`src/rtl/pc_sequencer.sv`:
```
// Fetch-side program counter sequencer: issues req/ack instruction fetches,
// selects the next PC (PC+4 / branch / jump / jr) and holds redirects that arrive between updates.
module pc_sequencer #(
  parameter logic [31:0] RESET_PC = 32'h0000_0000
) (
  input  logic        clk,
  input  logic        rst_n,
  input  logic        stall,
  input  logic        branch_taken,
  input  logic [31:0] branch_target,
  input  logic        jump,
  input  logic [31:0] jump_target,
  input  logic        jr,
  input  logic [31:0] jr_target,
  input  logic        fetch_ack,
  output logic        fetch_req,
  output logic [31:0] fetch_addr,
  output logic [31:0] pc,
  output logic [31:0] pc_plus4,
  output logic [1:0]  pc_source,
  output logic        pc_update,
  output logic        flush
);

  localparam int unsigned AW = 32;
  localparam int unsigned SW = 2;
  localparam logic [AW-1:0] ADDR_MASK = ~AW'(3);
  localparam logic [SW-1:0] SRC_SEQ    = 2'b00;
  localparam logic [SW-1:0] SRC_BRANCH = 2'b01;
  localparam logic [SW-1:0] SRC_JUMP   = 2'b10;
  localparam logic [SW-1:0] SRC_JR     = 2'b11;

  typedef enum logic [1:0] {
    BOOT = 2'd0,
    REQ  = 2'd1,
    HOLD = 2'd2
  } state_t;

  state_t          state;
  state_t          state_nxt;

  logic            pend_valid;
  logic [SW-1:0]   pend_src;
  logic [AW-1:0]   pend_target;

  logic            do_update;
  logic            live_valid;
  logic [SW-1:0]   live_src;
  logic [AW-1:0]   live_target;
  logic [AW-1:0]   pc_nxt;
  logic [SW-1:0]   src_nxt;
  logic            pend_valid_nxt;
  logic [SW-1:0]   pend_src_nxt;
  logic [AW-1:0]   pend_target_nxt;
  logic            fetch_req_nxt;

  assign pc_plus4   = pc + AW'(4);
  assign fetch_addr = pc;

  // State register
  always_ff @(posedge clk or negedge rst_n) begin
    if (!rst_n) state <= BOOT;
    else        state <= state_nxt;
  end

  // Next-state logic
  always_comb begin
    state_nxt = state;
    case (state)
      BOOT: state_nxt = REQ;
      REQ:  if (fetch_ack && stall) state_nxt = HOLD;
      HOLD: if (!stall) state_nxt = REQ;
      default: state_nxt = BOOT;
    endcase
  end

  // Update decision, redirect priority and pending-entry bookkeeping
  always_comb begin
    do_update       = 1'b0;
    live_valid      = 1'b0;
    live_src        = SRC_SEQ;
    live_target     = '0;
    pc_nxt          = pc_plus4;
    src_nxt         = SRC_SEQ;
    pend_valid_nxt  = pend_valid;
    pend_src_nxt    = pend_src;
    pend_target_nxt = pend_target;
    fetch_req_nxt   = (state_nxt == REQ);

    case (state)
      REQ:     do_update = fetch_ack && !stall;
      HOLD:    do_update = !stall;
      default: do_update = 1'b0;
    endcase

    if (jr) begin
      live_valid  = 1'b1;
      live_src    = SRC_JR;
      live_target = jr_target;
    end else if (jump) begin
      live_valid  = 1'b1;
      live_src    = SRC_JUMP;
      live_target = jump_target;
    end else if (branch_taken) begin
      live_valid  = 1'b1;
      live_src    = SRC_BRANCH;
      live_target = branch_target;
    end

    if (live_valid) begin
      pc_nxt  = live_target & ADDR_MASK;
      src_nxt = live_src;
    end else if (pend_valid) begin
      pc_nxt  = pend_target & ADDR_MASK;
      src_nxt = pend_src;
    end

    // A redirect seen on a non-update cycle is kept; the newest one wins
    if (do_update) begin
      pend_valid_nxt = 1'b0;
    end else if (live_valid) begin
      pend_valid_nxt  = 1'b1;
      pend_src_nxt    = live_src;
      pend_target_nxt = live_target;
    end
  end

  // Registered outputs and pending entry
  always_ff @(posedge clk or negedge rst_n) begin
    if (!rst_n) begin
      pc          <= RESET_PC & ADDR_MASK;
      pc_source   <= SRC_SEQ;
      fetch_req   <= 1'b0;
      pc_update   <= 1'b0;
      flush       <= 1'b0;
      pend_valid  <= 1'b0;
      pend_src    <= SRC_SEQ;
      pend_target <= '0;
    end else begin
      fetch_req   <= fetch_req_nxt;
      pc_update   <= do_update;
      flush       <= do_update && (src_nxt != SRC_SEQ);
      pend_valid  <= pend_valid_nxt;
      pend_src    <= pend_src_nxt;
      pend_target <= pend_target_nxt;
      if (do_update) begin
        pc        <= pc_nxt;
        pc_source <= src_nxt;
      end
    end
  end

endmodule

```
`config.mk`:
```
export PLATFORM = sky130hd
export DESIGN_NAME = pc_sequencer
export DESIGN_NICKNAME = d
export VERILOG_FILES = /design/src/rtl/pc_sequencer.sv
export SDC_FILE = /design/constraint.sdc
export NUM_CORES = 1
export LEC_CHECK = 0
export ABC_AREA = 1
export CAP_MARGIN = 30
export CORE_AREA = 10 10 150 97
export DETAILED_ROUTE_END_ITERATION = 10
export DIE_AREA = 0 0 160 107
export PLACE_DENSITY_LB_ADDON = 0.1
export SLEW_MARGIN = 20
export SYNTH_ARGS = -nofsm -noshare
export SYNTH_HDL_FRONTEND = slang
export SYNTH_SLANG_ARGS = --single-unit
```
`constraint.sdc`:
```
create_clock -name clk -period 1.75 [get_ports clk]
set_input_delay 0.175 -clock clk [delete_from_list [all_inputs] [get_ports clk]]
set_output_delay 0.175 -clock clk [all_outputs]
set_load 0.01 [all_outputs]
```
==> summary.md <==
| Metric | Value |
|---|---|
| Outcome | `finished with violations` |
| Violations in the final reports | `setup timing` |
| Worst-case headroom to the max-slew limit | `around three fifths` |
| Critical-path cell list | `buf_6, nand2_4, nor2_4, buf_4, nand3b_1, buf_4, nand2_1, nand2_1, buf_2` |
| Antenna violation net count after detailed routing | `0` |
| DR DRC count | `0` |
| Most numerous cell types in the synthesized netlist | `sky130_fd_sc_hd__nand2_1, sky130_fd_sc_hd__nor2_1, sky130_fd_sc_hd__o21ai_0` |
| Final setup fails | `31` |
| Internal reg-to-reg setup slack | `-130 ps` |
| R2R Path End | `fetch_addr[17]$_DFFE_PN0P_` |
| Post-route total power | `13.3 mW` |
| Net count, final | `roughly 1200` |
| Overall overflow remaining after global route | `0` |
| Antenna violations before repair | `0` |
| I/O pin count | `204` |
| Largest stage delay on the critical path | `440 ps` |
| Number of levels in the clock H-tree | `3` |
| Total wire length after detailed routing | `22100 um` |
| Longest Clk Path Bufs | `2` |
| Share of power burned in the clock network | `15.2%` |
| Global-route wire length before repair | `around 33000 um` |
| Kind of cell adding the most delay to the critical path | `buffers and inverters` |
| Maxcap violations | `0` |
| Clock transition at the register clock pins on the worst setup and hold paths after CTS | `60 ps` |
| P&R area growth vs syn | `72.9%` |
| Inserted Diodes | `0` |
| Max Clock Skew | `6.19 ps` |
| HPWL after detailed placement | `16400 um` |
| Area of combinational cells with multiple inputs | `0.00321 mm^2` |
| Die Area | `0.0171 mm^2` |
| Mean instance size in the synthesized netlist | `roughly 6.6 um^2` |
| Sequential fraction of the synthesis area | `between 30% and 40%` |
| Sum of buffers and inverters on the critical path | `4` |
| Multiplexer share of the synthesized area | `0%` |
| Library cell with the highest instance count after synthesis | `sky130_fd_sc_hd__nand2_1` |
| Unrepaired setup endpoints after global routing | `true` |
| Class of the tightest hold or removal check | `in -> async` |
| Number of violations reported at the end of detailed-routing iteration 0 | `623` |
| Floorplan Core Area | `0.0118 mm^2` |
| Clock tree from TritonCTS | `built` |
| Portion of the clock cycle consumed by the worst path in the final layout | `120%` |
| Sequential group share of total power | `21.3%` |
| VDD IR max | `0.654 mV` |
| Cell accounting for the most synthesized area | `sky130_fd_sc_hd__dfrtp_1` |
| Final critical-path setup slack | `-348 ps` |
| Pins Over Slew Limit | `0` |
| Floorplan row count | `31` |
| Routability congestion estimate from global placement | `0.922` |
| Data arrival time at the worst-slack endpoint | `1920 ps` |
| Ratio of cells with drive above 1 in the final layout | `29.7%` |
| Effective utilization at floorplan | `42.9%` |
| Power Internal | `approximately 7.8 mW` |
| Parity-gate share of the synthesized area counting xor and xnor cells | `1.71%` |
| Instance count of the mapped netlist | `763` |
| Switching part of the total power | `41.0%` |
| Max Fclk | `477 MHz` |
| Total of fill cells in the finished design | `886` |
| Net switching power figure | `~5.4 mW` |
| Synthesized-area fraction occupied by adder cells | `about 1.2%` |
| Root buffer cell | `sky130_fd_sc_hd__clkbuf_16` |
| Share of the synthesized area in compound gates (AO/OA/AOI/OAI) | `between 10% and 20%` |
| Type of element capturing the critical path | `output port` |
| Tightest Pin Transition | `around 570 ps` |
| Kind of critical path | `reg -> out` |
| Count of input and output buffers | `roughly 190` |
| Via count normalized by instance count | `~5.2` |
| Die width | `between 150 and 200 um` |
| Post-layout min period | `2100 ps` |
| Part of the power in combinational logic | `63.5%` |
| Primary FF master, synth | `sky130_fd_sc_hd__dfrtp_1` |
| Top-area cell type share of the netlist area | `34.6%` |
| Final Hold Viols | `0` |
| Cell types occupying the most area after synthesis | `sky130_fd_sc_hd__dfrtp_1, sky130_fd_sc_hd__nand2_1, sky130_fd_sc_hd__o21ai_0` |
| Async set-or-reset flop fraction in the synthesized netlist | `100%` |
| Setup slack at placement | `-217 ps` |
| Pin count of the biggest net entering global routing | `71` |
| Vertical die dimension | `107 um` |
| Netlist area before placement | `between 0.005 and 0.006 mm^2` |
| Leakage power total | `approximately 3.9 nW` |
| Clk sinks | `70` |
| Vias in the first global route | `between 6000 and 7000` |
| Yosys Warn Count | `0` |
| Largest family of logic cells by synthesized area | `simple AND/OR/NAND/NOR gates` |
| Clk_lat worst skew | `340 ps` |
| Via count | `6309` |
| Count of flip-flops with a built-in enable after synthesis | `0` |
| GR Util All Layers | `a little under a quarter` |
| Power density over cell area | `1510 mW/mm^2` |
| Slowest cell on the critical path | `sky130_fd_sc_hd__dfrtp_1` |
| Simple logic cell fraction of the synthesized area | `approximately 36%` |
| Pre-Repair DR Iteration Count | `5` |
| Post-route core utilization | `74.2%` |
| Sequential cell area in the final layout | `0.00175 mm^2` |
| Routed length per instance | `between 15 and 20 um` |
| TritonCTS buffer count | `9` |
| Nature of the critical path startpoint | `flip-flop` |
| Synthesis-stage register bit count | `70` |
| Library cells used by synthesis | `31` |
| Number of cells on the worst reg-to-reg path | `14` |
| Worst-path fanout max | `3` |
| Data required, critical path | `roughly 1600 ps` |
| Crit Reg-Reg Startpoint | `fetch_addr[3]$_DFFE_PN0P_` |
-- layout by cell type, fill, tap and decap left out, types with 17 or more instances in the layout --
cell and count:
sky130_fd_sc_hd__a21oi_1 46, sky130_fd_sc_hd__and2_1 17, sky130_fd_sc_hd__buf_2 19, sky130_fd_sc_hd__buf_4 120, sky130_fd_sc_hd__buf_6 22, sky130_fd_sc_hd__clkdlybuf4s50_1 152, sky130_fd_sc_hd__dfrtp_1 68, sky130_fd_sc_hd__inv_1 35
sky130_fd_sc_hd__nand2_1 168, sky130_fd_sc_hd__nand2_2 43, sky130_fd_sc_hd__nand3_1 48, sky130_fd_sc_hd__nor2_1 91, sky130_fd_sc_hd__o21ai_0 74
-- cell families after synthesis --
group	Yosys count
flops	70
compound gates	146
xor+xnor	9
fa+ha+maj	5
simple gates	419
buf+inv	113
other cells	1
-- what timing repair did --
action,in CTS,in global routing
buffers inserted,34,14
hold buffers,1,0
resized for setup,158,115
endpoints found under the setup margin,31,76
hold endpoints to repair,70,0
cloned,0,1
pin swaps,20,44
-- state kept, by name (all words and copies together) (netlist names) --
name / flops
fetch_addr: 30
fetch_req: 1
flush: 1
pc_source: 2
pc_update: 1
pend_src: 2
pend_target: 30
pend_valid: 1
state: 2
-- routing by layer --
metal | routed length [um] | part of all wire (%) | GRT usage [%]
met1 | 9670 | 44 | 33.6
met2 | 9140 | 41 | 32.8
met3 | 2990 | 14 | 9.93
met4 | 268 | 1.2 | 4.18
met5 | 0 | 0 | 0
-- worst max-delay path by stage --
stage | startpoint | end | slack [ps] | depth (start not counted)
detailed placement | fetch_addr[3]$_DFFE_PN0P_ | pc_plus4[12] | -220 | 7
CTS | fetch_addr[3]$_DFFE_PN0P_ | pc_plus4[22] | -200 | 8
finish | fetch_addr[3]$_DFFE_PN0P_ | pc_plus4[11] | -350 | 9
floorplan | fetch_addr[3]$_DFFE_PN0P_ | fetch_addr[12]$_DFFE_PN0P_ | 130 | 10
global placement | fetch_addr[2]$_DFFE_PN0P_ | pc_plus4[26] | -170 | 8
global route | fetch_addr[3]$_DFFE_PN0P_ | pc_plus4[11] | -380 | 9
-- metrics by stage --
step,setup TNS (ps),std cells,hold slack (ps),instance area [um^2]
after floorplan,0,768,-121,5080
after global placement,-3020,1156,232,7650
after detailed placement,-3980,1156,233,7650
after CTS,-2880,1205,400,8280
after global routing,-7460,1210,433,8750
final,-5210,1210,416,8750
-- power by group through the flow --
stage | Combinational, mW | Sequential (mW) | Clock [mW]
after floorplan | 2.97 | 3.06 | 0
after global placement | 7.17 | 2.79 | 0
after detailed placement | 7.29 | 2.83 | 0
after CTS | 7.65 | 2.75 | 2.02
after global routing | 9.01 | 2.89 | 2.07
final | 8.42 | 2.83 | 2.01
-- worst min-delay path, cell delays in order --
cell,delay [ps]
sky130_fd_sc_hd__dlygate4sd3_1,530
sky130_fd_sc_hd__buf_2,130
sky130_fd_sc_hd__buf_12,330
-- final cells by class --
class,instances,area share (%)
clock buffers,11,2.89
well taps,165,2.36
multi-input cells,585,36.7
repair buffers,336,35.5
clock inverters,3,0.787
inverters,40,1.74
flip-flops and latches,70,20.0
No activity file was read; power rests on OpenSTA's default activity.
==> RTL change (same settings) <==
Encoding of `state_t`: now one-hot (3 bits for 3 states).
--- a/src/rtl/pc_sequencer.sv
+++ b/src/rtl/pc_sequencer.sv
@@ -32,6 +32,6 @@
 
-  typedef enum logic [1:0] {
-    BOOT = 2'd0,
-    REQ  = 2'd1,
-    HOLD = 2'd2
+  typedef enum logic [2:0] {
+    BOOT = 3'b001,
+    REQ  = 3'b010,
+    HOLD = 3'b100
   } state_t;
Check against the original RTL: same outputs for any inputs over 10 cycles, from zero or initial values and one cycle with rst_n low; not proved beyond that.
==> RTL change against the unedited design <==
- the run ends with DRC, setup timing left
- worst setup slack better by 0.078 ns
- sequential cell count up 1
- die area unchanged
- wire length up 0.54%
- design area down 0.47%
- area after synthesis down 0.57%
- sequential share of layout area up 0.45 points
- power down 4.6%
- register-to-register slack better by 0.02 ns
- first-iteration DRC count down 16%
- combinational power down 6.5%
- final cell count up 1.7%
- critical endpoint is now pc_plus4[17]
- largest power group unchanged
- highest routed layer unchanged
==> RTL change: results <==
[cts]
clock_latency_ns = 0.34
clk_path_buf_depth = 2

[synth]
synthCells = 777
yosys_warnings = 0
synth_area_leaders = "dfrtp_1 35%, nand2_1 18%, nor2_1 8.7%, o21ai_0 7.6%, buf_4 6.1%"
yosys.cell_types.count = 34
yosysSeqAreaShare_pct = 35.3
synthTopCellsByCount = "247 x nand2_1, 117 x nor2_1, 76 x o21ai_0, 70 x dfrtp_1, 54 x inv_1"

[sta]
clock_skew_ns = 0.00980
setup-violations-final = 33
setup_slack_ns = -0.270
tightest_slew_ns = 0.513

[run_status]
violations = "DRC, setup timing"
status = "complete, but fails checks"

[placement]
dpl.cell_count = 1184
place_area_um2 = 7670
dp_hpwl_um = 16500
globalplace.congestion = 0.917

[drt]
wl_per_cell_um = 18.0
vias = 6332
drt_iter0_drc = 522
drtPass1Iterations = 9
drc = 2
drt-total-wl_um = 22200

[cells_and_area]
drive_above_1_share_pct = 29.5

[grt]
grt_pass1_wl_um = 34100
gr-usage-met1_pct = 33.3
use_met2_pct = 36.1
grt_max_degree = 41
antenna_found_initial = 1
met3_usage_pct = 9.74
track_usage_pct = 24.3

[worst_setup_path]
worstPathArrival_ns = 1.84
worstSetupStartpoint = "fetch_addr[2]"
cp_max_fo = 6
crit-reg2reg-launch = "fetch_addr[9]"

[pwr]
p_leak_nw = 3.98
peakVddDrop_mv = 0.613
-- RTL change: area by class of cell --
class / instances / area (µm²)
antenna: 1 / 2.50
fill: 893 / 3080
clock buffer: 10 / 239
multi-input combinational: 587 / 3110
timing repair buffer: 334 / 3070
sequential: 71 / 1790
tap: 165 / 206
clock inverter: 6 / 75.1
inverter: 56 / 220
-- RTL change: layer usage --
layer	routed length (µm)	part of all wire (%)
met5	0	0
met4	240	1.1
met3	2770	13
met2	9510	43
met1	9660	44
-- RTL change: kinds of logic after synthesis --
logic type	Yosys count	share of synthesized area [%]
adder cells (fa/ha/maj)	1	0.249
AND/OR/NAND/NOR	447	37.2
other	1	0.0745
buffers and inverters	125	13.2
AO/OA/AOI/OAI	125	12.7
flip-flops	71	35.3
XOR/XNOR	7	1.22
-- RTL change: worst max-delay path, cell delays in order (launching register included) --
cell and delay (ns):
dfrtp_1 0.38, buf_6 0.12, inv_4 0.03, nor2_4 0.19, nand2_4 0.14, buf_6 0.15, buf_6 0.11, o21ai_2 0.14
nand2_1 0.09, buf_2 0.15
-- RTL change: per-stage QoR --
step	TNS, ns	hold slack [ns]	util, %	worst slack [ns]	power [mW]
2_1_floorplan	0	-0.121	-	0.140	5.74
3_3_place_gp	-4.04	0.162	65.1	-0.158	9.64
3_5_place_dp	-6.68	0.171	65.1	-0.207	9.78
4_1_cts	-2.94	0.348	69.7	-0.223	11.9
5_1_grt	-8.01	0.383	73.9	-0.340	13.4
6_report	-5.28	0.335	73.9	-0.270	12.7
-- RTL change: path summary, 6_finish.rpt --
kind	to	slack, ns	cells past startpoint
hold / removal	state[2]	0.33	2
hold reg to reg	pend_target[3]	0.49	2
min in group clk	state[2]	0.41	3
max in group asynchronous	fetch_addr[28]	0.77	3
setup / recovery	pc_plus4[17]	-0.27	9
setup reg to reg	fetch_addr[14]	-0.11	9
-- RTL change: what timing repair did --
| action | CTS | global route |
|---|---|---|
| hold buffers | 1 | 0 |
| endpoints found under the setup margin | 37 | 92 |
| buffers inserted | 18 | 14 |
| cloned | 1 | 0 |
| resized for setup | 168 | 118 |
| hold endpoints to repair | 17 | 0 |
| pin swaps | 25 | 36 |
-- RTL change: power by group --
part / switching (mW) / leakage, nW / internal, mW
Clock: 0.790 / 0.152 / 1.17
Combinational: 3.90 / 3.01 / 3.97
Sequential: 0.593 / 0.824 / 2.23
Total: 5.29 / 3.98 / 7.37
